`config.mk`:
```
export PLATFORM = sky130hd
export DESIGN_NAME = dmem_arbiter
export DESIGN_NICKNAME = d
export VERILOG_FILES = /design/src/rtl/dmem_pkg.sv /design/src/rtl/dmem_req_shadow.sv /design/src/rtl/dmem_arbiter.sv
export SDC_FILE = /design/constraint.sdc
export NUM_CORES = 1
export LEC_CHECK = 0
export ABC_CLOCK_PERIOD_IN_PS = 5600
export BUFFER_PORTS_ARGS = -buffer_cell sky130_fd_sc_hd__buf_2
export CORE_MARGIN = 2
export CORE_UTILIZATION = 50
export DETAILED_ROUTE_END_ITERATION = 7
export GPL_TIMING_DRIVEN = 0
export HOLD_SLACK_MARGIN = 0.02
export PLACE_DENSITY = 0.85
export SKIP_LAST_GASP = 1
export SLEW_MARGIN = 20
export SYNTH_ARGS = -nofsm -noshare
export SYNTH_HDL_FRONTEND = slang
export SYNTH_SLANG_ARGS = --single-unit
```
`constraint.sdc`:
```
create_clock -name sysclk -period 5.6 [get_ports sysclk]
set_clock_uncertainty 0.05 [all_clocks]
set_input_delay 1.68 -clock sysclk [delete_from_list [all_inputs] [get_ports sysclk]]
set_output_delay 1.68 -clock sysclk [all_outputs]
set_load 0.02 [all_outputs]
```
`src/rtl/dmem_pkg.sv`:
```
// Shared types and constants for the data-memory arbiter.
// No logic; imported by the arbiter top and its request shadow.
package dmem_pkg;

    typedef enum logic [1:0] {
        ST_IDLE  = 2'd0,
        ST_PEND  = 2'd1,
        ST_FORCE = 2'd2,
        ST_ACK   = 2'd3
    } dmem_state_t;

    localparam int         AW_DEFAULT = 8;
    localparam logic [3:0] LANE_ALL   = 4'hF;

endpackage

```
`src/rtl/dmem_req_shadow.sv`:
```
// Holds a debug request (we/addr/wdata) from acceptance until it is served.
// Loads on the edge where load=1, otherwise holds; no backpressure of its own.
module dmem_req_shadow
    import dmem_pkg::*;
#(
    parameter int AW = AW_DEFAULT
) (
    input  logic          sysclk,
    input  logic          cpu_resetn,
    input  logic          load,
    input  logic          we_in,
    input  logic [AW-1:0] addr_in,
    input  logic [31:0]   wdata_in,
    output logic          we_q,
    output logic [AW-1:0] addr_q,
    output logic [31:0]   wdata_q
);

    logic          we_d;
    logic [AW-1:0] addr_d;
    logic [31:0]   wdata_d;

    always_comb begin
        we_d    = we_q;
        addr_d  = addr_q;
        wdata_d = wdata_q;
        if (load) begin
            we_d    = we_in;
            addr_d  = addr_in;
            wdata_d = wdata_in;
        end
    end

    always_ff @(posedge sysclk or negedge cpu_resetn) begin
        if (!cpu_resetn) begin
            we_q    <= 1'b0;
            addr_q  <= '0;
            wdata_q <= '0;
        end else begin
            we_q    <= we_d;
            addr_q  <= addr_d;
            wdata_q <= wdata_d;
        end
    end

endmodule

```
`src/rtl/dmem_arbiter.sv`:
```
// Shares data memory between the execute stage (priority) and a debug port.
// Debug req->ack in 3..MAX_WAIT+3 cycles; a starved request forces a one-cycle cpu_stall.
module dmem_arbiter
    import dmem_pkg::*;
#(
    parameter int MAX_WAIT = 8,
    parameter int AW       = AW_DEFAULT
) (
    input  logic          sysclk,
    input  logic          cpu_resetn,
    input  logic          cpu_mem_req,
    input  logic [3:0]    cpu_wren,
    input  logic [AW-1:0] cpu_addr,
    input  logic [31:0]   cpu_wdata,
    output logic [31:0]   cpu_rdata,
    output logic          cpu_stall,
    input  logic          dbg_req,
    input  logic          dbg_we,
    input  logic [AW-1:0] dbg_addr,
    input  logic [31:0]   dbg_wdata,
    output logic          dbg_ack,
    output logic [31:0]   dbg_rdata,
    output logic [AW-1:0] mem_addr,
    output logic [3:0]    mem_wren,
    output logic [31:0]   mem_wdata,
    input  logic [31:0]   mem_rdata,
    output logic [15:0]   dbg_count
);

    localparam logic [7:0] WAIT_LAST = 8'(MAX_WAIT - 1);

    dmem_state_t   state_q, state_d;
    logic [7:0]    wait_cnt_q, wait_cnt_d;
    logic          dbg_ack_q, dbg_ack_d;
    logic [31:0]   dbg_rdata_q, dbg_rdata_d;
    logic [15:0]   dbg_count_q, dbg_count_d;

    logic          sh_we;
    logic [AW-1:0] sh_addr;
    logic [31:0]   sh_wdata;
    logic          shadow_load;
    logic          dbg_own;
    logic [31:0]   dbg_capture;

    assign shadow_load = (state_q == ST_IDLE) && dbg_req;
    assign dbg_own     = (state_q == ST_FORCE) || ((state_q == ST_PEND) && !cpu_mem_req);
    // Async-read memory still shows the old word during a write, so writes echo their own data.
    assign dbg_capture = sh_we ? sh_wdata : mem_rdata;

    dmem_req_shadow #(.AW(AW)) u_shadow (
        .sysclk     (sysclk),
        .cpu_resetn (cpu_resetn),
        .load       (shadow_load),
        .we_in      (dbg_we),
        .addr_in    (dbg_addr),
        .wdata_in   (dbg_wdata),
        .we_q       (sh_we),
        .addr_q     (sh_addr),
        .wdata_q    (sh_wdata)
    );

    always_comb begin
        if (dbg_own) begin
            mem_addr  = sh_addr;
            mem_wren  = sh_we ? LANE_ALL : 4'h0;
            mem_wdata = sh_wdata;
        end else begin
            mem_addr  = cpu_addr;
            mem_wren  = cpu_mem_req ? cpu_wren : 4'h0;
            mem_wdata = cpu_wdata;
        end
    end

    always_comb begin
        state_d     = state_q;
        wait_cnt_d  = wait_cnt_q;
        dbg_ack_d   = 1'b0;
        dbg_rdata_d = dbg_rdata_q;
        dbg_count_d = dbg_count_q;
        unique case (state_q)
            ST_IDLE: begin
                if (dbg_req) state_d = ST_PEND;
            end
            ST_PEND: begin
                if (!cpu_mem_req) begin
                    state_d     = ST_ACK;
                    dbg_ack_d   = 1'b1;
                    dbg_rdata_d = dbg_capture;
                end else if (wait_cnt_q >= WAIT_LAST) begin
                    state_d = ST_FORCE;
                end else begin
                    wait_cnt_d = wait_cnt_q + 8'd1;
                end
            end
            ST_FORCE: begin
                state_d     = ST_ACK;
                dbg_ack_d   = 1'b1;
                dbg_rdata_d = dbg_capture;
            end
            ST_ACK: begin
                state_d     = ST_IDLE;
                wait_cnt_d  = 8'd0;
                dbg_count_d = dbg_count_q + 16'd1;
            end
        endcase
    end

    always_ff @(posedge sysclk or negedge cpu_resetn) begin
        if (!cpu_resetn) begin
            state_q     <= ST_IDLE;
            wait_cnt_q  <= 8'd0;
            dbg_ack_q   <= 1'b0;
            dbg_rdata_q <= 32'd0;
            dbg_count_q <= 16'd0;
        end else begin
            state_q     <= state_d;
            wait_cnt_q  <= wait_cnt_d;
            dbg_ack_q   <= dbg_ack_d;
            dbg_rdata_q <= dbg_rdata_d;
            dbg_count_q <= dbg_count_d;
        end
    end

    assign cpu_rdata = mem_rdata;
    assign cpu_stall = (state_q == ST_FORCE);
    assign dbg_ack   = dbg_ack_q;
    assign dbg_rdata = dbg_rdata_q;
    assign dbg_count = dbg_count_q;

endmodule

```
==> out/qor.txt, run 1 <==
critical register-to-register path startpoint -> state_q[0]
ranking of synthesized cells by area -> sky130_fd_sc_hd__dfrtp_1 50%, sky130_fd_sc_hd__nand2_1 9.5%, sky130_fd_sc_hd__mux2_2 9.4%
total iterations of the first detailed-routing run -> 4
FF-to-FF path depth -> 6
Synth Net Count -> 628
switching part of the total -> 0.464
top achievable clock speed -> 0.204 GHz
post-route setup TNS -> 0 ps
placed instance area -> 0.00645 mm^2
cell occurring most often along the worst timing path -> sky130_fd_sc_hd__nand2_1
Post CTS Setup Buffer Count -> 0
height of the chip -> 104 um
net count reported at finish -> 886
Peak supply drop -> 0.000294 V
cts hold-fix bufs -> 0
cells traversed along the worst timing path -> buf_2, nand2b_1, nand2_1, clkbuf_1, nand2_1, nand2_1, buf_2
number of synthesized register bits -> 100
clock transition at the registers of the reported paths -> 90 ps
CP required -> 3870 ps
Max-Slew Margin vs Limit -> 0.628
count of standard-cell rows -> 36
buffers added on ports -> 246
Worst setup startpoint -> cpu_mem_req
die span in x -> 104 um
count of different cell masters after synthesis -> 32
startpoint types -> primary input
Critical Setup Path Class -> primary input to output pin
Switching Power -> 1.82 mW
half-perimeter wire length after detailed placement -> 11,000 um
I/O pin cnt -> 247
Clk Latency, worst-skew pair -> 370 ps
Max Cap Violations -> 0
combined area of all synthesized cells -> 0.00502 mm^2
maximum fanout along the worst path -> 10
Layout area overhead -> 32.7%
WL final -> 14,000 um
most instantiated flip-flop cell in the synthesis netlist -> sky130_fd_sc_hd__dfrtp_1
Met1 Routed Length -> 5780 um
transition at the pin with the smallest max-transition slack -> 558 ps
met3 routed WL -> 732 um
internal power component -> 2.11 mW
CP endpoint kind -> output pin
Die Footprint -> 0.0109 mm^2
min Tclk post-route -> 4910 ps
cell at the root of the clock tree -> sky130_fd_sc_hd__clkbuf_8
Initial DRC Count -> 178
overall routing resource usage -> 0.251
final cycle utilization of the critical path -> 0.876
count of final max-slew check failures -> 0
critical path arrival -> 3180 ps
number of diodes added for antenna fixing -> 0
routability congestion estimate -> 0.841
master of the slowest instance on the critical path -> sky130_fd_sc_hd__clkbuf_1
DRC Markers -> 0
static leakage power -> 3.62 nW
Combinational Power Share -> 0.552
TritonCTS clock tree -> built
routed via count divided by cell count -> 5.06
number of setup violations in the final report -> 0
worst r2r dst -> dbg_rdata[15]
power density of the placed cells -> 590 mW/mm^2
final-report hold violation count -> 0
part of the total power dissipated in sequential elements -> 0.321
post-synthesis async set-or-reset flop share -> 1.00
run status -> finished clean
starting density of the core -> 0.514
sum of met2 wire segment lengths after detailed routing -> 7240 um
relative contribution of the clock network to total power -> 0.127
number of synthesized flops with an enable pin -> 0
synthesized area divided by synthesized cell count -> 10.0 um^2
initial antenna violation count -> 0
synthesized netlist cell count -> 500
H-tree depth -> 3
destination of the critical timing path -> mem_wdata[11]
path class of the lowest-slack min-delay path -> flop to flop
remaining antenna violation count -> 0
clock buffers created by TritonCTS -> 9
area of the core -> 0.00977 mm^2
Resize count post-CTS -> 0
largest area contributor in the synthesized netlist -> sky130_fd_sc_hd__dfrtp_1
slack of the worst reg-to-reg path -> 3580 ps
warnings from Yosys -> 0
via count of the first global-routing pass -> 4,372
pin count of the biggest net entering global routing -> 53
share of the synthesized area in the top cell type -> 0.498
part of the Yosys area used for sequential elements -> 0.498
first-pass GRT wire length -> 21,700 um
uppermost routed layer -> met4
total number of vias -> 4,533
Layout Cell Area excl Fill -> 0.00667 mm^2
unrepaired setup endpoints after global routing -> no
maximum root-to-sink buffer count -> 2
number of clock sinks -> 100
longest individual stage delay on the worst path -> 480 ps
ratio of cells with drive above 1 in the final layout -> 0.467
post-detailed-route wirelength per cell -> 15.7 um
global-route congestion overflow total -> 0
## layout by cell type, fill, tap and decap left out, drive strengths merged
cell      netlist  final
nand4b          1      1
xor2            7      7
clkbuf         12     22
nand2         127    127
and4bb          1      1
a31oi           1      1
inv             5      6
dfrtp         100    100
nand4           4      4
and4            4      4
o21ai           5      5
nand2b          2      2
and2            5      5
clkinv          0      1
ha              7      7
mux2           43     43
and3            1      1
buf            44    291
a21oi          33     33
a22o            4      4
clkinvlp        0      1
bufinv          0      2
mux2i          34     34
nor3            2      2
xnor2           9      9
nor2           38     38
a21boi          1      1
nand3          10     10
## worst max-delay path, delay by kind of cell
kind	cells	cell delay, ps
buffers and inverters	3	770
AND/OR/NAND/NOR	4	710
## worst min path at each step
stage,startpoint,endpoint,depth (start not counted)
6_report,dbg_count[15],dbg_count[15],1
3_3_place_gp,dbg_count[15],dbg_count[15],1
2_1_floorplan,wait_cnt_q[4],wait_cnt_q[4],1
4_1_cts,dbg_count[15],dbg_count[15],1
5_1_grt,dbg_count[15],dbg_count[15],1
3_5_place_dp,dbg_count[15],dbg_count[15],1
## cell usage after synthesis (6+ instances only)
master	number
sky130_fd_sc_hd__a21oi_1	33
sky130_fd_sc_hd__buf_2	11
sky130_fd_sc_hd__buf_4	33
sky130_fd_sc_hd__clkbuf_1	12
sky130_fd_sc_hd__dfrtp_1	100
sky130_fd_sc_hd__ha_1	7
sky130_fd_sc_hd__mux2_2	42
sky130_fd_sc_hd__mux2i_1	34
sky130_fd_sc_hd__nand2_1	127
sky130_fd_sc_hd__nand3_1	9
sky130_fd_sc_hd__nor2_1	38
sky130_fd_sc_hd__xnor2_1	9
sky130_fd_sc_hd__xor2_1	6
## power groups by stage
stage	clock network (mW)	logic (mW)	registers, mW
2_1_floorplan	0	1.32	1.39
3_3_place_gp	0	2.11	1.25
3_5_place_dp	0	2.18	1.27
4_1_cts	0.510	2.19	1.26
5_1_grt	0.538	2.34	1.30
6_report	0.500	2.17	1.26
## sequential cells by signal, indices dropped and copies added (netlist names)
register	count
dbg_count	16
dbg_rdata	32
u_shadow.we_q	1
wait_cnt_q	8
u_shadow.wdata_q	32
u_shadow.addr_q	8
state_q	2
dbg_ack	1
## layout make-up
type / instances / area (um^2)
multi-input cells: 339 / 2150
fillers: 776 / 3110
plain buffers: 56 / 348
flip-flops and latches: 100 / 2500
inverters: 5 / 18.8
clock buffers: 10 / 128
repair buffers: 247 / 1260
well taps: 133 / 166
clock inverters: 5 / 85.1
## kinds of logic after synthesis
family / count (synthesis) / synth area share
XOR/XNOR: 16 / 0.0294
AO/OA/AOI/OAI: 44 / 0.0506
buffers and inverters: 61 / 0.0730
multiplexers: 77 / 0.165
adder cells (fa/ha/maj): 7 / 0.0174
flip-flops: 100 / 0.498
AND/OR/NAND/NOR: 195 / 0.167
## stage by stage
| step | utilization | total power, mW | std cells | hold WS [ps] | worst slack [ps] |
|---|---|---|---|---|---|
| after floorplan | - | 2.71 | 500 | 395 | 1310 |
| after global placement | 0.657 | 3.36 | 879 | 408 | 670 |
| after detailed placement | 0.660 | 3.45 | 880 | 408 | 706 |
| after CTS | 0.682 | 3.95 | 895 | 425 | 697 |
| after global routing | 0.682 | 4.18 | 895 | 446 | 514 |
| final | 0.682 | 3.94 | 895 | 419 | 694 |
## routing by layer
metal,global-route usage,vias up
met5,0,-
met3,0.0407,24
li1,-,2139
met1,0.306,2187
met2,0.451,183
met4,0.0898,0
Power figures use the tool's default switching activity.
==> inputs of run 2 (changes only) <==
ABC_AREA = 1   (was unset)
CORE_UTILIZATION = 37   (was 50)
PLACE_DENSITY = 0.65   (was 0.85)
==> run 2 against run 1 <==
- clock power grew 19%
- utilization shrank 18 points
- largest power group unchanged
- sequential share of layout area shrank 2.0 points
- combinational power grew 2%
- critical endpoint is now mem_wdata[8]
- critical path depth grew 1
- global-route usage shrank 5.7 points
==> out/qor.txt, run 2 <==
run status -> finished clean
net count reported at finish -> 950 (+7.2%)
static leakage power -> 3.81 nW (+5.0%)
count of standard-cell rows -> 43 (+19%)
warnings from Yosys -> 0 (unchanged)
clock buffers created by TritonCTS -> 9 (unchanged)
Critical Setup Path Class -> primary input to output pin
power density of the placed cells -> 574 mW/mm^2 (-2.7%)
Layout area overhead -> 33.5%
half-perimeter wire length after detailed placement -> 11,400 um (+4.4%)
cts hold-fix bufs -> 0 (unchanged)
worst r2r dst -> dbg_rdata[12]
final cycle utilization of the critical path -> 0.858 (-0.0183)
Synth Net Count -> 693 (+10%)
total iterations of the first detailed-routing run -> 4 (unchanged)
post-route setup TNS -> 0 ps (unchanged)
cell depth of the worst min-delay path -> 2 (+1)
area of the core -> 0.0139 mm^2 (+42%)
unrepaired setup endpoints after global routing -> no
slack of the worst reg-to-reg path -> 3670 ps (+90 ps)
most instantiated flip-flop cell in the synthesis netlist -> sky130_fd_sc_hd__dfrtp_1
most common library cells after synthesis -> 174 x sky130_fd_sc_hd__nand2_1, 100 x sky130_fd_sc_hd__dfrtp_1, 55 x sky130_fd_sc_hd__nor2_1
number of synthesized flops with an enable pin -> 0 (unchanged)
synthesized netlist cell count -> 565 (+13%)
ratio of cells with drive above 1 in the final layout -> 0.467 (about the same)
starting density of the core -> 0.380 (-0.134)
count of final max-slew check failures -> 0 (unchanged)
remaining antenna violation count -> 0 (unchanged)
destination of the critical timing path -> mem_wdata[8]
overall routing resource usage -> 0.195 (-0.0569)
synthesized area divided by synthesized cell count -> 9.33 um^2 (-7.1%)
CP endpoint kind -> output pin
cell at the root of the clock tree -> sky130_fd_sc_hd__clkbuf_16
CP required -> 3870 ps (about the same)
WL final -> 14,600 um (+3.7%)
number of clock sinks -> 100 (unchanged)
path class of the lowest-slack min-delay path -> flop to flop
part of the Yosys area used for sequential elements -> 0.474 (-0.0236)
first-pass GRT wire length -> 22,500 um (+3.8%)
die span in x -> 123 um (+18%)
startpoint types -> primary input
critical path arrival -> 3070 ps (-110 ps)
Max Cap Violations -> 0 (unchanged)
Resize count post-CTS -> 0 (unchanged)
largest area contributor in the synthesized netlist -> sky130_fd_sc_hd__dfrtp_1
critical register-to-register path startpoint -> state_q[0]
Clk Latency, worst-skew pair -> 350 ps (-20 ps)
combined area of all synthesized cells -> 0.00527 mm^2 (+5.0%)
share of the synthesized area in the top cell type -> 0.474 (-0.0236)
count of different cell masters after synthesis -> 26 (-19%)
Max-Slew Margin vs Limit -> 0.553 (-0.0744)
maximum fanout along the worst path -> 10 (unchanged)
transition at the pin with the smallest max-transition slack -> 670 ps (+112 ps)
number of synthesized register bits -> 100 (unchanged)
Post CTS Setup Buffer Count -> 0 (unchanged)
post-detailed-route wirelength per cell -> 14.4 um (-7.9%)
TritonCTS clock tree -> built
clock transition at the registers of the reported paths -> 70 ps (-20 ps)
via count of the first global-routing pass -> 4,504 (+3.0%)
most frequent cells in the layout -> 254 x sky130_fd_sc_hd__buf_2, 174 x sky130_fd_sc_hd__nand2_1, 100 x sky130_fd_sc_hd__dfrtp_1
Storage cell area -> 0.00250 mm^2 (unchanged)
initial antenna violation count -> 1 (+1)
Die Footprint -> 0.0152 mm^2 (+40%)
ranking of synthesized cells by area -> sky130_fd_sc_hd__dfrtp_1 47%, sky130_fd_sc_hd__nand2_1 12%, sky130_fd_sc_hd__mux2_2 8.8%
post-synthesis async set-or-reset flop share -> 1.00 (unchanged)
maximum root-to-sink buffer count -> 2 (unchanged)
buffers added on ports -> 245 (-0.41%)
final-report hold violation count -> 0 (unchanged)
most common cell after layout, fill and taps aside -> sky130_fd_sc_hd__buf_2
Total Power -> 4.04 mW (+2.7%)
combined area of the multi-input logic cells -> 0.00229 mm^2 (+6.1%)
Initial DRC Count -> 163 (-8.4%)
total number of vias -> 4,604 (+1.6%)
FILL cells -> 1,384 (+78%)
min Tclk post-route -> 4800 ps (-102 ps)
I/O pin cnt -> 247 (unchanged)
top achievable clock speed -> 0.208 GHz (+2.1%)
routability congestion estimate -> 0.790 (-6.1%)
DRC Markers -> 0 (unchanged)
most repeated cell in the gate-level netlist after synthesis -> sky130_fd_sc_hd__nand2_1
global-route congestion overflow total -> 0 (unchanged)
Worst setup startpoint -> cpu_mem_req
H-tree depth -> 3 (unchanged)
Peak supply drop -> 0.000309 V (+5.0%)
FF-to-FF path depth -> 8 (+2)
number of setup violations in the final report -> 0 (unchanged)
pin count of the biggest net entering global routing -> 52 (-1.9%)
height of the chip -> 123 um (+18%)
routed via count divided by cell count -> 4.57 (-9.8%)
[run 2: per-stage QoR]
step | utilization | std cells | setup WS, ps | instance area [um^2] | hold WS (ps)
final | 0.507 | 1008 | 796 | 7040 | 442
after CTS | 0.507 | 1007 | 740 | 7040 | 445
after global routing | 0.507 | 1007 | 652 | 7040 | 484
after detailed placement | 0.487 | 991 | 745 | 6760 | 430
after floorplan | - | 565 | 1270 | 5270 | 410
after global placement | 0.484 | 990 | 747 | 6730 | 421
[run 2: final cells by class]
class,count,share of cell area
Antenna cell,1,0.000355
Multi-Input combinational cell,384,0.325
Inverter,25,0.0133
Timing Repair Buffer,246,0.179
Clock buffer,9,0.0320
Sequential cell,100,0.355
Clock inverter,7,0.00747
Tap cell,180,0.0320
Buffer,56,0.0556
[run 2: kinds of logic after synthesis]
group | Yosys count | share of synthesized area
AO/OA/AOI/OAI | 39 | 0.0612
XOR/XNOR | 11 | 0.0183
adder cells (fa/ha/maj) | 7 | 0.0166
buffers and inverters | 81 | 0.0921
flip-flops | 100 | 0.474
multiplexers | 73 | 0.148
AND/OR/NAND/NOR | 254 | 0.189
[run 2: worst max-delay path: stages]
cell	delay [ps]
sky130_fd_sc_hd__buf_2	170
sky130_fd_sc_hd__nand2_4	90
sky130_fd_sc_hd__o21ai_4	100
sky130_fd_sc_hd__clkinv_1	140
sky130_fd_sc_hd__clkbuf_1	490
sky130_fd_sc_hd__nand2_1	150
sky130_fd_sc_hd__nand2_1	90
sky130_fd_sc_hd__buf_2	160
[run 2: metal layers]
metal  global-route usage  vias to the layer above  routed length (um)
met5                    0                        -                   0
met4               0.0398                        0                 132
met3               0.0710                       13                1160
met2                0.340                      147                7320
met1                0.229                     2159                5940
li1                     -                     2285                   -
[run 2: worst min-delay path by stage]
stage | from | to
final | wait_cnt_q[5] | wait_cnt_q[5]
after global routing | wait_cnt_q[5] | wait_cnt_q[5]
after CTS | wait_cnt_q[5] | wait_cnt_q[5]
after detailed placement | wait_cnt_q[5] | wait_cnt_q[5]
after global placement | wait_cnt_q[4] | wait_cnt_q[4]
after floorplan | wait_cnt_q[5] | wait_cnt_q[5]
[run 2: power by group]
part | total, mW | internal (mW) | switching (mW)
Sequential | 1.24 | 1.04 | 0.202
Combinational | 2.21 | 0.846 | 1.36
Clock | 0.594 | 0.304 | 0.290
